$ cat config.mk
export PLATFORM = sky130hd
export DESIGN_NAME = cache_set
export DESIGN_NICKNAME = d
export VERILOG_FILES = /design/src/rtl/cache_pkg.sv /design/src/rtl/cache_way.sv /design/src/rtl/cache_set.sv
export SDC_FILE = /design/constraint.sdc
export NUM_CORES = 2
export LEC_CHECK = 0
export BUFFER_PORTS_ARGS = -buffer_cell sky130_fd_sc_hd__buf_2
export CAP_MARGIN = 25
export CORE_MARGIN = 3
export CORE_UTILIZATION = 55
export DETAILED_ROUTE_END_ITERATION = 16
export PLACE_DENSITY_LB_ADDON = 0.3
export SETUP_SLACK_MARGIN = 0.4
export SLEW_MARGIN = 20
export SYNTH_ARGS = -nofsm -noshare
export SYNTH_HDL_FRONTEND = slang
export SYNTH_HIERARCHICAL = 1
export SYNTH_SLANG_ARGS = --single-unit
export TNS_END_PERCENT = 5
$ cat constraint.sdc
create_clock -name clk -period 4.07 [get_ports clk]
set_clock_uncertainty 0.1 [all_clocks]
set_input_delay 0.814 -clock clk [delete_from_list [all_inputs] [get_ports clk]]
set_output_delay 0.814 -clock clk [all_outputs]
set_load 0.1 [all_outputs]
$ cat src/rtl/cache_pkg.sv
// Shared cache types: sequencer state encoding and width helpers used by the
// set and by the cache controller.
package cache_pkg;

  typedef enum logic [1:0] {
    ST_IDLE   = 2'd0,
    ST_EVICT  = 2'd1,
    ST_REFILL = 2'd2
  } state_t;

  // Word-offset width from log2(bytes per line), 32-bit words.
  function automatic int off_width(input int line_width);
    return line_width - 2;
  endfunction

  // Index width for n items, never narrower than one bit.
  function automatic int idx_width(input int n);
    return (n > 1) ? $clog2(n) : 1;
  endfunction

endpackage

$ cat src/rtl/cache_way.sv
// One cache way: tag/valid/dirty metadata plus a byte-enabled line of
// 2^OFF_WIDTH 32-bit words with a combinational read port.
module cache_way #(
  parameter int TAG_WIDTH = 18,
  parameter int OFF_WIDTH = 4
) (
  input  logic                 clk,
  input  logic                 rst,
  input  logic [OFF_WIDTH-1:0] rd_off,
  output logic [31:0]          rdata,
  input  logic                 wr_en,
  input  logic [OFF_WIDTH-1:0] wr_off,
  input  logic [31:0]          wr_data,
  input  logic [3:0]           wr_be,
  input  logic                 set_dirty,
  input  logic                 install,
  input  logic [TAG_WIDTH-1:0] install_tag,
  output logic [TAG_WIDTH-1:0] tag,
  output logic                 valid,
  output logic                 dirty
);

  logic [31:0] mem [2**OFF_WIDTH];

  // Line data is deliberately not reset; valid gates every use of it.
  always_ff @(posedge clk) begin
    if (wr_en) begin
      for (int b = 0; b < 4; b++) begin
        if (wr_be[b]) mem[wr_off][8*b +: 8] <= wr_data[8*b +: 8];
      end
    end
  end

  assign rdata = mem[rd_off];

  always_ff @(posedge clk) begin
    if (rst) begin
      tag   <= '0;
      valid <= 1'b0;
      dirty <= 1'b0;
    end else if (install) begin
      tag   <= install_tag;
      valid <= 1'b1;
      dirty <= 1'b0;
    end else if (set_dirty) begin
      dirty <= 1'b1;
    end
  end

endmodule

$ cat src/rtl/cache_set.sv
// N-way cache set: combinational hit lookup with write-hit, true-LRU victim
// choice, and an evict/refill sequencer streaming one word per handshake.
module cache_set
  import cache_pkg::*;
#(
  parameter int WAYS             = 2,
  parameter int CACHE_LINE_WIDTH = 6,
  parameter int TAG_WIDTH        = 18,
  localparam int OFF_WIDTH       = off_width(CACHE_LINE_WIDTH),
  localparam int IW              = idx_width(WAYS)
) (
  input  logic                 clk,
  input  logic                 rst,
  input  logic                 req_valid,
  input  logic [TAG_WIDTH-1:0] req_tag,
  input  logic [OFF_WIDTH-1:0] req_off,
  input  logic                 req_write,
  input  logic [31:0]          req_wdata,
  input  logic [3:0]           req_be,
  output logic                 hit,
  output logic [IW-1:0]        hit_way,
  output logic [31:0]          rdata,
  input  logic                 miss_start,
  input  logic [TAG_WIDTH-1:0] miss_tag,
  output logic                 busy,
  output logic                 done,
  output logic                 evict_valid,
  input  logic                 evict_ready,
  output logic [TAG_WIDTH-1:0] evict_tag,
  output logic [31:0]          evict_data,
  output logic                 evict_last,
  input  logic                 refill_valid,
  output logic                 refill_ready,
  input  logic [31:0]          refill_data
);

  localparam logic [OFF_WIDTH-1:0] LAST = '1;

  state_t                          state, nstate;
  logic   [OFF_WIDTH-1:0]          cnt;
  logic   [IW-1:0]                 victim, vsel, touch_way;
  logic   [TAG_WIDTH-1:0]          mtag;
  logic   [WAYS-1:0][IW-1:0]       age;

  logic   [WAYS-1:0]               way_valid, way_dirty, match;
  logic   [WAYS-1:0]               wr_en, set_dirty, install;
  logic   [WAYS-1:0][TAG_WIDTH-1:0] way_tag;
  logic   [WAYS-1:0][31:0]         way_rdata;

  logic                            idle, wr_hit, refill_fire, evict_fire, last_fire, touch_en;
  logic   [OFF_WIDTH-1:0]          rd_off, wr_off;
  logic   [31:0]                   wr_data;
  logic   [3:0]                    wr_be;

  assign idle        = (state == ST_IDLE);
  assign evict_fire  = (state == ST_EVICT) && evict_ready;
  assign refill_fire = (state == ST_REFILL) && refill_valid;
  assign last_fire   = refill_fire && (cnt == LAST);
  assign wr_hit      = hit && req_write;
  assign touch_en    = hit || last_fire;
  assign touch_way   = last_fire ? victim : hit_way;

  // Lowest matching way wins; tags are unique per set in normal operation.
  always_comb begin
    match   = '0;
    hit_way = '0;
    for (int i = WAYS - 1; i >= 0; i--) begin
      match[i] = way_valid[i] && (way_tag[i] == req_tag);
      if (match[i]) hit_way = IW'(i);
    end
    hit   = req_valid && idle && (|match);
    rdata = hit ? way_rdata[hit_way] : 32'h0;
  end

  // Lowest invalid way if any, otherwise the oldest (age == WAYS-1).
  always_comb begin
    vsel = '0;
    for (int i = WAYS - 1; i >= 0; i--) begin
      if (age[i] == IW'(WAYS - 1)) vsel = IW'(i);
    end
    for (int i = WAYS - 1; i >= 0; i--) begin
      if (!way_valid[i]) vsel = IW'(i);
    end
  end

  // One shared write port: refill owns it in REFILL, write-hits in IDLE.
  assign rd_off  = (state == ST_EVICT)  ? cnt         : req_off;
  assign wr_off  = (state == ST_REFILL) ? cnt         : req_off;
  assign wr_data = (state == ST_REFILL) ? refill_data : req_wdata;
  assign wr_be   = (state == ST_REFILL) ? 4'hF        : req_be;

  for (genvar g = 0; g < WAYS; g++) begin : g_ctl
    assign wr_en[g]     = (wr_hit && hit_way == IW'(g)) || (refill_fire && victim == IW'(g));
    assign set_dirty[g] = wr_hit && (hit_way == IW'(g)) && (|req_be);
    assign install[g]   = last_fire && (victim == IW'(g));
  end

  cache_way #(
    .TAG_WIDTH (TAG_WIDTH),
    .OFF_WIDTH (OFF_WIDTH)
  ) u_way [WAYS-1:0] (
    .clk         (clk),
    .rst         (rst),
    .rd_off      (rd_off),
    .rdata       (way_rdata),
    .wr_en       (wr_en),
    .wr_off      (wr_off),
    .wr_data     (wr_data),
    .wr_be       (wr_be),
    .set_dirty   (set_dirty),
    .install     (install),
    .install_tag (mtag),
    .tag         (way_tag),
    .valid       (way_valid),
    .dirty       (way_dirty)
  );

  always_ff @(posedge clk) begin
    if (rst) state <= ST_IDLE;
    else     state <= nstate;
  end

  always_comb begin
    nstate = state;
    case (state)
      ST_IDLE:   if (miss_start)
                   nstate = (way_valid[vsel] && way_dirty[vsel]) ? ST_EVICT : ST_REFILL;
      ST_EVICT:  if (evict_ready && cnt == LAST) nstate = ST_REFILL;
      ST_REFILL: if (refill_valid && cnt == LAST) nstate = ST_IDLE;
      default:   nstate = ST_IDLE;
    endcase
  end

  always_ff @(posedge clk) begin
    if (rst) begin
      cnt    <= '0;
      victim <= '0;
      mtag   <= '0;
      done   <= 1'b0;
      for (int i = 0; i < WAYS; i++) age[i] <= IW'(i);
    end else begin
      done <= last_fire;
      if (idle && miss_start) begin
        victim <= vsel;
        mtag   <= miss_tag;
        cnt    <= '0;
      end else if (evict_fire || refill_fire) begin
        cnt <= cnt + 1'b1;
      end
      // Ages stay a permutation of 0..WAYS-1; the touched way becomes youngest.
      if (touch_en) begin
        for (int i = 0; i < WAYS; i++) begin
          if (IW'(i) == touch_way)          age[i] <= '0;
          else if (age[i] < age[touch_way]) age[i] <= age[i] + 1'b1;
        end
      end
    end
  end

  assign busy         = !idle;
  assign evict_valid  = (state == ST_EVICT);
  assign evict_tag    = way_tag[victim];
  assign evict_data   = way_rdata[victim];
  assign evict_last   = (cnt == LAST);
  assign refill_ready = (state == ST_REFILL);

endmodule
# == After elaboration in Yosys (flattened, before gate mapping) ==
# Memories as Yosys holds them, arrays and structs flattened.
# Index checks and enable logic that the tools add are counted.
# Widths: inputs -> output; s select.
# classes
add_sub_neg,3
order_cmp,6
eq_ne,9
n_mux,53
bitwise,2
n_reduce_logical,35
# op_table
op,n
$mux 32,6
$mux 1,37
$eq 18x18->1,2
$mux 18,2
$logic_and 1x1->1,20
$mux 4,3
$lt 1x2->1 const B,4
$mux 2,4
$reduce_or 2->1,4
$ne 2x1->1 const B,3
$pmux 2 s3,1
$add 4x1->4 const B,1
$eq 4x4->1 const B,1
$logic_or 1x1->1,4
$reduce_and 2->1,2
$reduce_or 4->1,1
$reduce_and 3->1,1
$add 1x1->1 const B,2
$eq 2x1->1 const B,1
$eq 2x2->1 const B,1
$logic_not 2->1,1
$lt 1x1->1,2
$ne 2x2->1 const B,1
$not 1->1,2
other kinds (2),2
# totals
regBits,68
ram_bits,1024
elab_cells,123
memories,2
# memory_table
name,words,width,read_ports,rd_clocked_by_memory_dff,write_ports,line_no,text
u_way[0].mem,16,32,1,0,1,cache_way.sv:23,logic [31:0] mem [2**OFF_WIDTH];
u_way[1].mem,16,32,1,0,1,cache_way.sv:23,

# == Logic depth before layout (Yosys ltp) ==
# logic_depth
ltp_word,10
depth_mapped,10
ltp_nobuf,8

# == By module ==
# Netlist, hierarchy kept.
# by_module_without_submodules
module,n_inst,cells_each,area_per_inst_um2
cache_way,2,941,20139.3
cache_set,1,322,3010.4

# == Worst setup path after synthesis ==
# Ideal clock, no wire load.
# synth_path
kind,input-to-output
start,input port req_tag[8]
end,output port hit
arrival_ns,3.346
required_time_ns,3.156
path_slack_ns,-0.190
cell_stages,5
n_path_buf,0
path_cell_list,xnor2_1 > nand4_1 > or3_4 > or3_4 > a21oi_1
# synth_via
elab_chain_cells,4
# synth_rtl
element,line_no,text
start: declaration,cache_set.sv:15,"input logic [TAG_WIDTH-1:0] req_tag,"
$eq 18x18->1,cache_set.sv:68,match[i] = way_valid[i] && (way_tag[i] == req_tag);
$logic_and 1x1->1,cache_set.sv:68,
$reduce_or 2->1 *,cache_set.sv:71,hit = req_valid && idle && (|match);
$logic_and 1x1->1 *,cache_set.sv:71,
end: declaration,cache_set.sv:20,"output logic hit,"
# Mark *: on every way between the ends. The rest lies on a longest branch, timed or not.

==> summary.txt <==
Synthesis
  – Distinct cells, synth: 45
  – Synth async-reset ratio: 0%
  – Top FF cell, synth: edfxtp_1
  – YS warnings: 6
  – Seq/Total Area, Yosys: 74.2%
  – Top area cells in the synthesized netlist: edfxtp_1, mux4_2, dfxtp_1, a22oi_1, mux2_2
  – Synthesized flop and latch total: 1092
  – Number of flops mapped to enable cells by yosys: 1024
  – Post-Syn Area: around 0.043 mm2
  – Top-area cell type share of the netlist area: between 70% and 80%
  – Syn Nets: about 2300
  – Area leader, netlist: edfxtp_1
  – Synthesized instance count: 2204
  – Avg Inst Size Synth: around 20 um2

Global route
  – Grt total ovfl: 0
  – Largest net degree at the start of global routing: 55
  – GRT Total Usage: about 27%
  – Initial antenna violation count: 2
  – First-pass GRT wire length: 163000 um
  – Vias in the first global route: 24500

Min path
  – Worst Hold Path Cells: 2
  – Hold endpoint: mtag[15]
  – Hold Path Origin: miss_tag[15]
  – Hold Path Class: primary input to flip-flop

Critical path
  – Slowest cell on crit path: mux4_2
  – Critical Path Max Stage Delay: 520 ps
  – Worst EP arrival: 3380 ps
  – Setup CP Type: flip-flop to output pin
  – Max Fanout on Critical Path: 7
  – Critical R2R Capture: u_way[0]/mem[7][18]
  – CP dominant cell by count: buf_12
  – Crit end category: output pin
  – Critical path required time: 3160 ps
  – Critical path, cell by cell: nand2b_4 -> clkinvlp_4 -> nand2_2 -> nand2_4 -> buf_12 -> buf_12 -> buf_16 -> buf_12 -> mux4_2 -> a22oi_2 -> nand2_2 -> mux2_4 -> buf_12
  – Worst Setup Start Kind: flip-flop
  – Reg2Reg Depth: 8
  – R2R Setup Slk: 510 ps
  – Worst reg2reg path startpoint: state[1]

Finish
  – Syn-to-layout area delta: 21.1%
  – Fin cells: 3775
  – Final net count: 2764
  – Final Util: 67.4%
  – Share of layout cells above drive strength 1: between 30 and 40%
  – Fillers: 4800

Power
  – Internal: 18.9 mW
  – Maximum VDD drop: 0.000380 V
  – Flop pwr share: 51.4%
  – Comb pwr share: 7.7%
  – Clock power frac: 40.9%
  – Sw frac: 22.1%
  – Cell Pwr Density: 462 mW/mm2
  – Sw power: 5.35 mW
  – Leak: 17.4 nW

STA
  – Min Tclk post-route: 4300 ps
  – Final slew viol count: 0
  – Worst Hold Slack: around 280 ps
  – Worst slew margin: between 20% and 30%
  – Final hold vios: 0
  – Slew at the pin closest to its max-slew limit: 1110 ps
  – FMAX: 233 MHz
  – Setup ws final: -227 ps
  – Final setup fails: 63
  – RSZ-0062 raised after global routing: yes
  – Final Cycle Share: 106%
  – Setup TNS: -7150 ps

Routing
  – DR WL/cell: 29.5 um
  – TritonRoute pass-1 iters: 6
  – Final ANT Viol Nets: 0
  – DRC viols: 0
  – Drt total wl: 111000 um
  – Via count: 24000
  – Vias per cell: 6.37
  – DR iter-0 viols: 2994

Floorplan
  – Initial Util: between 50% and 60%
  – Row count: 102
  – I/O pin count: between 200 and 250
  – Die H: 287 um
  – Die area: slightly above 0.08 mm2
  – Core area: 0.0777 mm2
  – Die Wd: 287 um

Clocking
  – Hold_buf cts: 0
  – TritonCTS clock tree: built
  – CTS root buffer: clkbuf_16
  – Clk Latency, worst-skew pair: 660 ps
  – Sink Count: 1092
  – Reg clk slew, reported paths: 60 ps
  – Inserted Clock Buffers: 107
  – H-tree Lvls: 3
  – Maximum root-to-sink buffer count: 3

Run status
  – Failing checks: negative setup slack
  – Outcome: finished, violations left

Placed design
  – Buffers on Ports: 203
  – Post-DP HPWL: 66500 um
  – Placed cells: 3538
  – RD Place Congestion: 0.829

Flow run
  – Max_cap viols: 0
-- routing by layer --
layer	vias up	global-route usage (%)	share of wire, %
met5	-	0	0.0099
met4	2	10.1	3.7
met3	262	5.21	10
met2	1477	43.8	49
met1	12400	37.3	37
li1	9910	-	-
-- critical path: cells and delay by family (launching register included) --
family | cells | cell delay [ps]
AO/OA/AOI/OAI | 1 | 240
buffers and inverters | 6 | 840
flip-flops | 1 | 340
AND/OR/NAND/NOR | 4 | 490
multiplexers | 2 | 830
-- Yosys cell counts, types with 2 or more instances --
library cell  instances
xnor2_1              37
nand2_1             111
a22oi_1             129
dfxtp_1              68
nand3_1              16
nand2b_1              3
mux2i_1              37
clkbuf_1             58
and3_1                3
mux4_2              256
a22o_1               51
xor2_1                2
nand4_1              11
or3_4                 3
and2_1                5
nor3_1                6
or2_2                 4
a32o_1                2
buf_1                19
nor2_1              189
buf_2                26
nor2b_1              14
edfxtp_1           1024
mux2_2               86
inv_1                 2
buf_4                18
a21oi_1               4
buf_6                 3
-- power groups by stage --
stage          sequential [mW]  combinational, mW  clock [mW]
3_3_place_gp              12.7               1.62           0
5_1_grt                   12.4               1.95        10.4
6_report                  12.4               1.87        9.90
2_1_floorplan             12.7               1.06           0
4_1_cts                   12.4               1.81        9.98
3_5_place_dp              12.7               1.67           0
-- stage by stage --
stage	setup slack, ps	instance area, um2	total power, mW
after detailed placement	15.5	47500	14.3
after global routing	-298	52400	24.8
after CTS	-273	52100	24.2
after global placement	37.2	47500	14.3
after floorplan	39.2	43300	13.7
final	-227	52400	24.2
-- state kept, by name, indices dropped and copies added (netlist names) --
signal and cells:
u_way/mem 1024, victim 1, age 2, cnt 4, u_way/tag 36, state 2, u_way/valid 2, mtag 18
u_way/dirty 2, done 1
-- final cells by class --
type / count / area, um2 / area share (%)
inverter: 2 / 11.3 / 0.0215
clock inverter: 59 / 589 / 1.12
sequential: 1092 / 32100 / 61.3
timing repair buffer: 459 / 4290 / 8.19
tap: 1040 / 1300 / 2.48
antenna: 1 / 2.50 / 0.00477
clock buffer: 136 / 2960 / 5.65
multi-input combinational: 986 / 11100 / 21.2
-- repair_timing --
item | CTS | global route
pin swaps | 22 | 18
buffers inserted | 22 | 13
cloned | 4 | 2
setup endpoints to repair | 66 | 65
gates resized for setup | 175 | 47
hold endpoints to repair | 0 | 0
-- cell families (layout without fill, tap and decap cells) --
logic type               after synthesis  in the layout  share of synthesized area, %
other                                  0              1                             0
AND/OR/NAND/NOR                      369            369                          3.60
flip-flops                          1092           1092                          74.2
multiplexers                         379            379                          16.4
buffers and inverters                126            656                          1.38
XOR/XNOR                              39             39                         0.789
AO/OA/AOI/OAI                        198            198                          3.61
adder cells (fa/ha/maj)                1              1                        0.0289
-- worst max-delay path by stage --
stage | start | endpoint | cells past startpoint
finish | state[1] | evict_data[28] | 13
CTS | state[1] | evict_data[4] | 10
global placement | req_off[0] | evict_data[25] | 10
detailed placement | req_off[0] | evict_data[31] | 10
floorplan | req_tag[8] | hit_way | 5
global route | state[1] | evict_data[28] | 13
-- layout by cell type (no fill, tap or decap), drive strengths merged, types with 2 or more instances in the layout --
cell type and n:
nand2b 3, and3 3, and2 5, nor2 190, a21oi 4, nand2 112
a211oi 2, xnor2 37, mux4 256, buf 458, clkinv 40, nor2b 14
clkbuf 137, or2 4, a22o 51, nand3 16, a22oi 129, mux2 86
mux2i 37, inv 3, bufinv 10, xor2 2, nand4 11, nor3 7
clkinvlp 8, edfxtp 1024, a32o 2, dfxtp 68, or3 3
No activity file was read; power rests on OpenSTA's default activity.
